**config.mk**
```make
export PLATFORM = sky130hd
export DESIGN_NAME = rptr_sync_wfull
export DESIGN_NICKNAME = d
export VERILOG_FILES = /design/src/rtl/rptr_sync_wfull.sv
export SDC_FILE = /design/constraint.sdc
export NUM_CORES = 1
export LEC_CHECK = 0
export ABC_CLOCK_PERIOD_IN_PS = 3000
export CELL_PAD_IN_SITES_DETAIL_PLACEMENT = 1
export CELL_PAD_IN_SITES_GLOBAL_PLACEMENT = 1
export CORE_AREA = 2 2 46 48
export DETAILED_ROUTE_END_ITERATION = 12
export DIE_AREA = 0 0 48 50
export PLACE_DENSITY_LB_ADDON = 0.12
export SLEW_MARGIN = 20
export SYNTH_ARGS = -nofsm -noshare
export SYNTH_HDL_FRONTEND = slang
export SYNTH_SLANG_ARGS = --single-unit
export TNS_END_PERCENT = 5
```
**constraint.sdc**
```tcl
create_clock -name wclk -period 3 [get_ports wclk]
set_clock_uncertainty 0.2 [all_clocks]
set_input_delay 0.6 -clock wclk [delete_from_list [all_inputs] [get_ports wclk]]
set_output_delay 0.6 -clock wclk [all_outputs]
set_load 0.02 [all_outputs]
```
**src/rtl/rptr_sync_wfull.sv**
```systemverilog
// rptr_sync_wfull: brings the Gray-coded read pointer of an async FIFO into
// the write clock domain and derives fill level, full / almost-full flags and
// sticky overflow / pointer-error flags. Outputs report "full" until the
// synchroniser pipeline holds valid data after reset.

module rptr_sync_wfull #(
  parameter int ADDR      = 2,
  parameter int AF_THRESH = 3
) (
  input  logic          wclk,
  input  logic          wreset,
  input  logic [ADDR:0] rptr_gray,
  input  logic [ADDR:0] write_ptr,
  input  logic          wen,
  input  logic          clr_err,
  output logic [ADDR:0] rptr_bin,
  output logic [ADDR:0] level,
  output logic          full,
  output logic          almost_full,
  output logic          overflow,
  output logic          ptr_err
);

  localparam int P = ADDR + 1;

  // Level equal to the FIFO depth; anything above it is an impossible state.
  localparam logic [ADDR:0] DEPTH  = {1'b1, {ADDR{1'b0}}};
  localparam logic [ADDR:0] AF_LVL = P'(AF_THRESH);

  typedef enum logic {
    WARMUP = 1'b0,
    RUN    = 1'b1
  } state_t;

  state_t        state;
  state_t        state_next;
  logic [1:0]    wcnt;
  logic [1:0]    wcnt_next;

  logic [ADDR:0] s1;
  logic [ADDR:0] s2;
  logic [ADDR:0] s3;
  logic [ADDR:0] bin_dec;
  logic [ADDR:0] diff;
  logic [ADDR:0] gray_delta;
  logic          run;
  logic          gray_bad;
  logic          level_bad;
  logic          ptr_set;

  // Two-flop synchroniser plus one history stage for Gray-step checking.
  always_ff @(posedge wclk or negedge wreset) begin
    if (!wreset) begin
      s1 <= '0;
      s2 <= '0;
      s3 <= '0;
    end else begin
      s1 <= rptr_gray;
      s2 <= s1;
      s3 <= s2;
    end
  end

  // Gray-to-binary: each binary bit is the XOR of all Gray bits at or above it.
  always_comb begin
    bin_dec = '0;
    for (int i = 0; i < P; i++) begin
      bin_dec[i] = ^(s2 >> i);
    end
  end

  // Register the decoded pointer so downstream arithmetic sees a clean value.
  always_ff @(posedge wclk or negedge wreset) begin
    if (!wreset) begin
      rptr_bin <= '0;
    end else begin
      rptr_bin <= bin_dec;
    end
  end

  // Warm-up state register and edge counter.
  always_ff @(posedge wclk or negedge wreset) begin
    if (!wreset) begin
      state <= WARMUP;
      wcnt  <= 2'd0;
    end else begin
      state <= state_next;
      wcnt  <= wcnt_next;
    end
  end

  // Stay in WARMUP until the synchroniser pipeline has been filled.
  always_comb begin
    state_next = state;
    wcnt_next  = wcnt;
    case (state)
      WARMUP: begin
        wcnt_next = wcnt + 2'd1;
        if (wcnt == 2'd2) begin
          state_next = RUN;
        end
      end
      RUN: begin
        state_next = RUN;
      end
      default: begin
        state_next = WARMUP;
      end
    endcase
  end

  // Level and flags; a not-yet-ready block reports full so writers back off.
  always_comb begin
    run         = (state == RUN);
    diff        = write_ptr - rptr_bin;
    level       = run ? diff : '0;
    full        = !run ||
                  ((write_ptr[ADDR] != rptr_bin[ADDR]) &&
                   (write_ptr[ADDR-1:0] == rptr_bin[ADDR-1:0]));
    almost_full = !run || (diff >= AF_LVL);
  end

  // A legal Gray step changes at most one bit, so the delta must be a power of two or zero.
  always_comb begin
    gray_delta = s2 ^ s3;
    gray_bad   = (gray_delta & (gray_delta - 1'b1)) != '0;
    level_bad  = diff > DEPTH;
    ptr_set    = run && (gray_bad || level_bad);
  end

  // Sticky overflow: a set on the same edge as a clear takes priority.
  always_ff @(posedge wclk or negedge wreset) begin
    if (!wreset) begin
      overflow <= 1'b0;
    end else if (wen && full) begin
      overflow <= 1'b1;
    end else if (clr_err) begin
      overflow <= 1'b0;
    end
  end

  // Sticky pointer error, same set-over-clear priority as overflow.
  always_ff @(posedge wclk or negedge wreset) begin
    if (!wreset) begin
      ptr_err <= 1'b0;
    end else if (ptr_set) begin
      ptr_err <= 1'b1;
    end else if (clr_err) begin
      ptr_err <= 1'b0;
    end
  end

endmodule
```
==> results.rst <==
.. list-table::
   :header-rows: 1

   * - Metric
     - Value
   * - Result of the run
     - complete, no violations
   * - Number of antenna violations at the first check in global routing
     - 0
   * - Leading post-synthesis cells by instance count
     - sky130_fd_sc_hd__dfrtp_1, sky130_fd_sc_hd__inv_1, sky130_fd_sc_hd__xor2_1
   * - Peak supply drop
     - 0.000245 V
   * - Average via count per standard cell
     - 4.36
   * - Fraction of the yosys area taken by sequential cells
     - slightly below 60%
   * - Worst path required time
     - 2.20 ns
   * - Cell with the largest stage delay on the worst path
     - sky130_fd_sc_hd__xor3_2
   * - Final worst-path cycle share
     - 93.6%
   * - Global-route total usage across every layer
     - 11.4%
   * - Type of the most critical hold path
     - flip-flop to flip-flop
   * - Worst slew margin
     - 53.9%
   * - Most frequently used cell type in the post-synthesis netlist
     - sky130_fd_sc_hd__dfrtp_1
   * - Antenna diode count
     - 0
   * - Drt first-iter violations
     - 1
   * - Max-cap violations
     - 0
   * - Number of storage elements in the synthesis netlist
     - 16
   * - Most used flip-flop cell after synthesis
     - sky130_fd_sc_hd__dfrtp_1
   * - Power, Total
     - roughly 0.00052 W
   * - Logic depth of the worst path, buffers included
     - 8
   * - Post-layout min period
     - 2.81 ns
   * - Flop2flop setup slack
     - approximately 1.1 ns
   * - Floorplan die area
     - 0.00240 sq mm
   * - Ordered list of cells on the worst path
     - dlymetal6s2s_1, inv_1, ha_2, inv_2, fa_2, xor3_2, nor2b_1, buf_4
   * - Skew-Pair Late Insertion Delay
     - 0.27 ns
   * - Length of the first detailed-routing pass in iterations
     - 2
   * - CTS Sinks
     - 16
   * - Final routed DRC violation total
     - 0
   * - Setup violation total in the final timing report
     - 0
   * - Worst setup EP type
     - primary output
   * - Number of hold buffers added after CTS
     - 0
   * - Global route overflow
     - 0
   * - Final worst setup slack
     - 0.192 ns
   * - Layout cell share with drive strength beyond 1
     - 19.7%
   * - Critical path's largest stage delay
     - 0.41 ns
   * - Synth Cell Area
     - 683 sq um
   * - Cell depth of the worst flop-to-flop path
     - 6
   * - Finished Layout Cells
     - around 100
   * - Die span in y
     - approximately 50 um
   * - Vias in the first global route
     - 452
   * - Std-Cell Rows
     - 16
   * - Critical Path AT
     - between 2 and 2.5 ns
   * - Startpoint types
     - input pin
   * - End of the worst register-to-register path
     - ptr_err
   * - LEAKAGE
     - 0.456 nW
   * - Post-layout utilization of the core
     - 49.8%
   * - Max-slew violation count
     - 0
   * - Gate Count Post-Synth
     - 52
   * - Distinct cells, synth
     - 20
   * - # Post-CTS Setup Buffers
     - 0
   * - Per-cell routed wire length
     - between 10 and 15 um
   * - Critical register-to-register path startpoint
     - rptr_bin[0]
   * - Routability congestion estimate from global placement
     - 0.642
   * - Layout Nets
     - 91
   * - Critical path start-end classification
     - input pin to primary output
   * - Number of nets still failing antenna checks after routing
     - 0
   * - Largest cells by area after synthesis
     - sky130_fd_sc_hd__dfrtp_1, sky130_fd_sc_hd__xor2_1, sky130_fd_sc_hd__ha_1, sky130_fd_sc_hd__xor3_2, sky130_fd_sc_hd__inv_1
   * - Largest area contributor in the synthesized netlist
     - sky130_fd_sc_hd__dfrtp_1
   * - Power density over the cells
     - 550 mW/mm^2
   * - Count of flip-flops with a built-in enable after synthesis
     - 0
   * - Initial core utilization
     - between 30% and 40%
   * - Critical path fanouts, max
     - 3
   * - Total of fill cells in the finished design
     - 208
   * - Count of placed standard cells including taps
     - between 90 and 100
   * - CP Launch Point
     - write_ptr[0]
   * - Termination of the worst setup path
     - level[2]
   * - Standard cell area after detailed placement
     - roughly 910 sq um
   * - Number of buffers added by the clock tree synthesis step
     - 3
   * - CTS Buffer Depth
     - 2
   * - Final Hold Violating Endpoints
     - 0
   * - Average size of a mapped cell
     - about 13 sq um
   * - Htree depth
     - 1
   * - Clock-pin slew of the registers on the worst-case setup and hold paths
     - 0.09 ns
   * - Floorplan Core Area
     - between 0.0015 and 0.002 sq mm
   * - Pre-CTS setup slack
     - -0.440 ns
   * - Synthesized netlist net count
     - 66
   * - Largest delay share family, worst path
     - adder cells
   * - Design Area, Final
     - roughly 950 sq um
   * - Upper clock frequency limit
     - around 360 MHz
   * - Quantity of I/O buffers inserted on ports
     - 19
   * - Global-route wire length before repair
     - 1880 um
   * - Maximum number of pins on one net before global-route repair
     - 17
   * - Clock tree from TritonCTS
     - done
   * - Worst Tran Pin Value
     - about 0.69 ns
   * - Count of synthesis-stage warnings from yosys
     - 0
   * - Number of vias after detailed routing
     - 449
   * - Post-detailed-routing wire length
     - roughly 1200 um
   * - Detailed placer's ending HPWL
     - 909 um
   * - Share of async-settable or async-resettable flops after synthesis
     - 100%
   * - Number of primary I/O pins
     - 20
   * - RSZ-0062 raised after global routing
     - no
   * - Top-area cell type share of the netlist area
     - 58.6%
   * - Area growth from synthesis to final layout
     - 38.6%
   * - Clk root buf
     - sky130_fd_sc_hd__clkbuf_4
   * - Number of buffer and inverter stages on the critical path
     - 4
   * - Die width
     - 48 um
## metrics by stage
stage                     hold slack [ns]  TNS, ns
final                               0.157        0
after detailed placement            0.138    -1.30
after global routing                0.163        0
after global placement              0.132    -1.16
after CTS                           0.159  -0.0236
after floorplan                     0.104        0
## final cells by class
class	count	area [sq um]	area share [%]
well taps	27	33.8	3.57
flip-flops and latches	16	400	42.3
inverters	6	22.5	2.38
clock buffers	4	36.3	3.83
repair buffers	22	204	21.5
multi-input cells	28	250	26.4
## how the worst min path moves through the flow
stage	cells after the start	slack (ns)	to	from
after global placement	0	0.13	s2[2]	s1[2]
after global routing	0	0.16	s2[0]	s1[0]
after CTS	0	0.16	s2[0]	s1[0]
final	0	0.16	s2[0]	s1[0]
after floorplan	0	0.10	overflow	wreset
after detailed placement	0	0.14	s2[0]	s1[0]
## sequential cells by signal (all words and copies together) (netlist names)
| register | count |
|---|---|
| rptr_bin | 3 |
| s1 | 3 |
| s2 | 3 |
| s3 | 2 |
| wcnt | 2 |
| overflow | 1 |
| ptr_err | 1 |
| run | 1 |
## layer usage
layer	up-vias	global-route usage [%]	routed length, um	part of all wire [%]
li1	212	-	-	-
met1	218	13.3	473	41
met2	17	18.4	586	50
met3	2	3.30	89	7.6
met4	0	5.41	15	1.3
met5	-	0	0	0
## cells in the final DEF (no fill, tap or decap)
master                            count
sky130_fd_sc_hd__ha_1                 2
sky130_fd_sc_hd__xor2_1               5
sky130_fd_sc_hd__fa_2                 1
sky130_fd_sc_hd__buf_2                2
sky130_fd_sc_hd__a21oi_1              1
sky130_fd_sc_hd__inv_2                1
sky130_fd_sc_hd__or2_1                1
sky130_fd_sc_hd__and2_1               1
sky130_fd_sc_hd__nand2b_1             2
sky130_fd_sc_hd__dlymetal6s2s_1       2
sky130_fd_sc_hd__buf_4                4
sky130_fd_sc_hd__nand3_1              1
sky130_fd_sc_hd__nand3b_1             1
sky130_fd_sc_hd__clkbuf_4             3
sky130_fd_sc_hd__inv_1                5
sky130_fd_sc_hd__o21ai_1              2
sky130_fd_sc_hd__ha_2                 1
sky130_fd_sc_hd__dfrtp_1             16
sky130_fd_sc_hd__nor2b_1              2
sky130_fd_sc_hd__o221ai_2             1
sky130_fd_sc_hd__o21ai_0              1
sky130_fd_sc_hd__nand2_1              2
sky130_fd_sc_hd__dlygate4sd2_1        1
sky130_fd_sc_hd__clkbuf_8             1
sky130_fd_sc_hd__xnor2_1              2
sky130_fd_sc_hd__clkdlybuf4s50_1     13
sky130_fd_sc_hd__xor3_2               1
sky130_fd_sc_hd__a22o_1               1
## logic make-up (layout without fill, tap and decap cells)
group | after synthesis | after routing | synth area share, %
compound gates | 6 | 6 | 6.41
xor+xnor | 8 | 8 | 12.6
fa+ha+maj | 4 | 4 | 8.43
buf+inv | 8 | 32 | 5.49
flops | 16 | 16 | 58.6
simple gates | 10 | 10 | 8.43
## what timing repair did
item                                    CTS  global route
cloned                                    0             0
pin swaps                                 0             2
gates resized for setup                  12             7
hold endpoints to repair                  0             0
endpoints found under the setup margin    4             4
## power by group
group	internal (W)	switching [W]	total (W)
logic	0.0000743	0.0000734	0.000148
clock network	0.0000737	0.0000621	0.000136
registers	0.000229	0.00000845	0.000238
total	0.000377	0.000144	0.000521
Note: power is estimated with default switching activity, not from simulation.
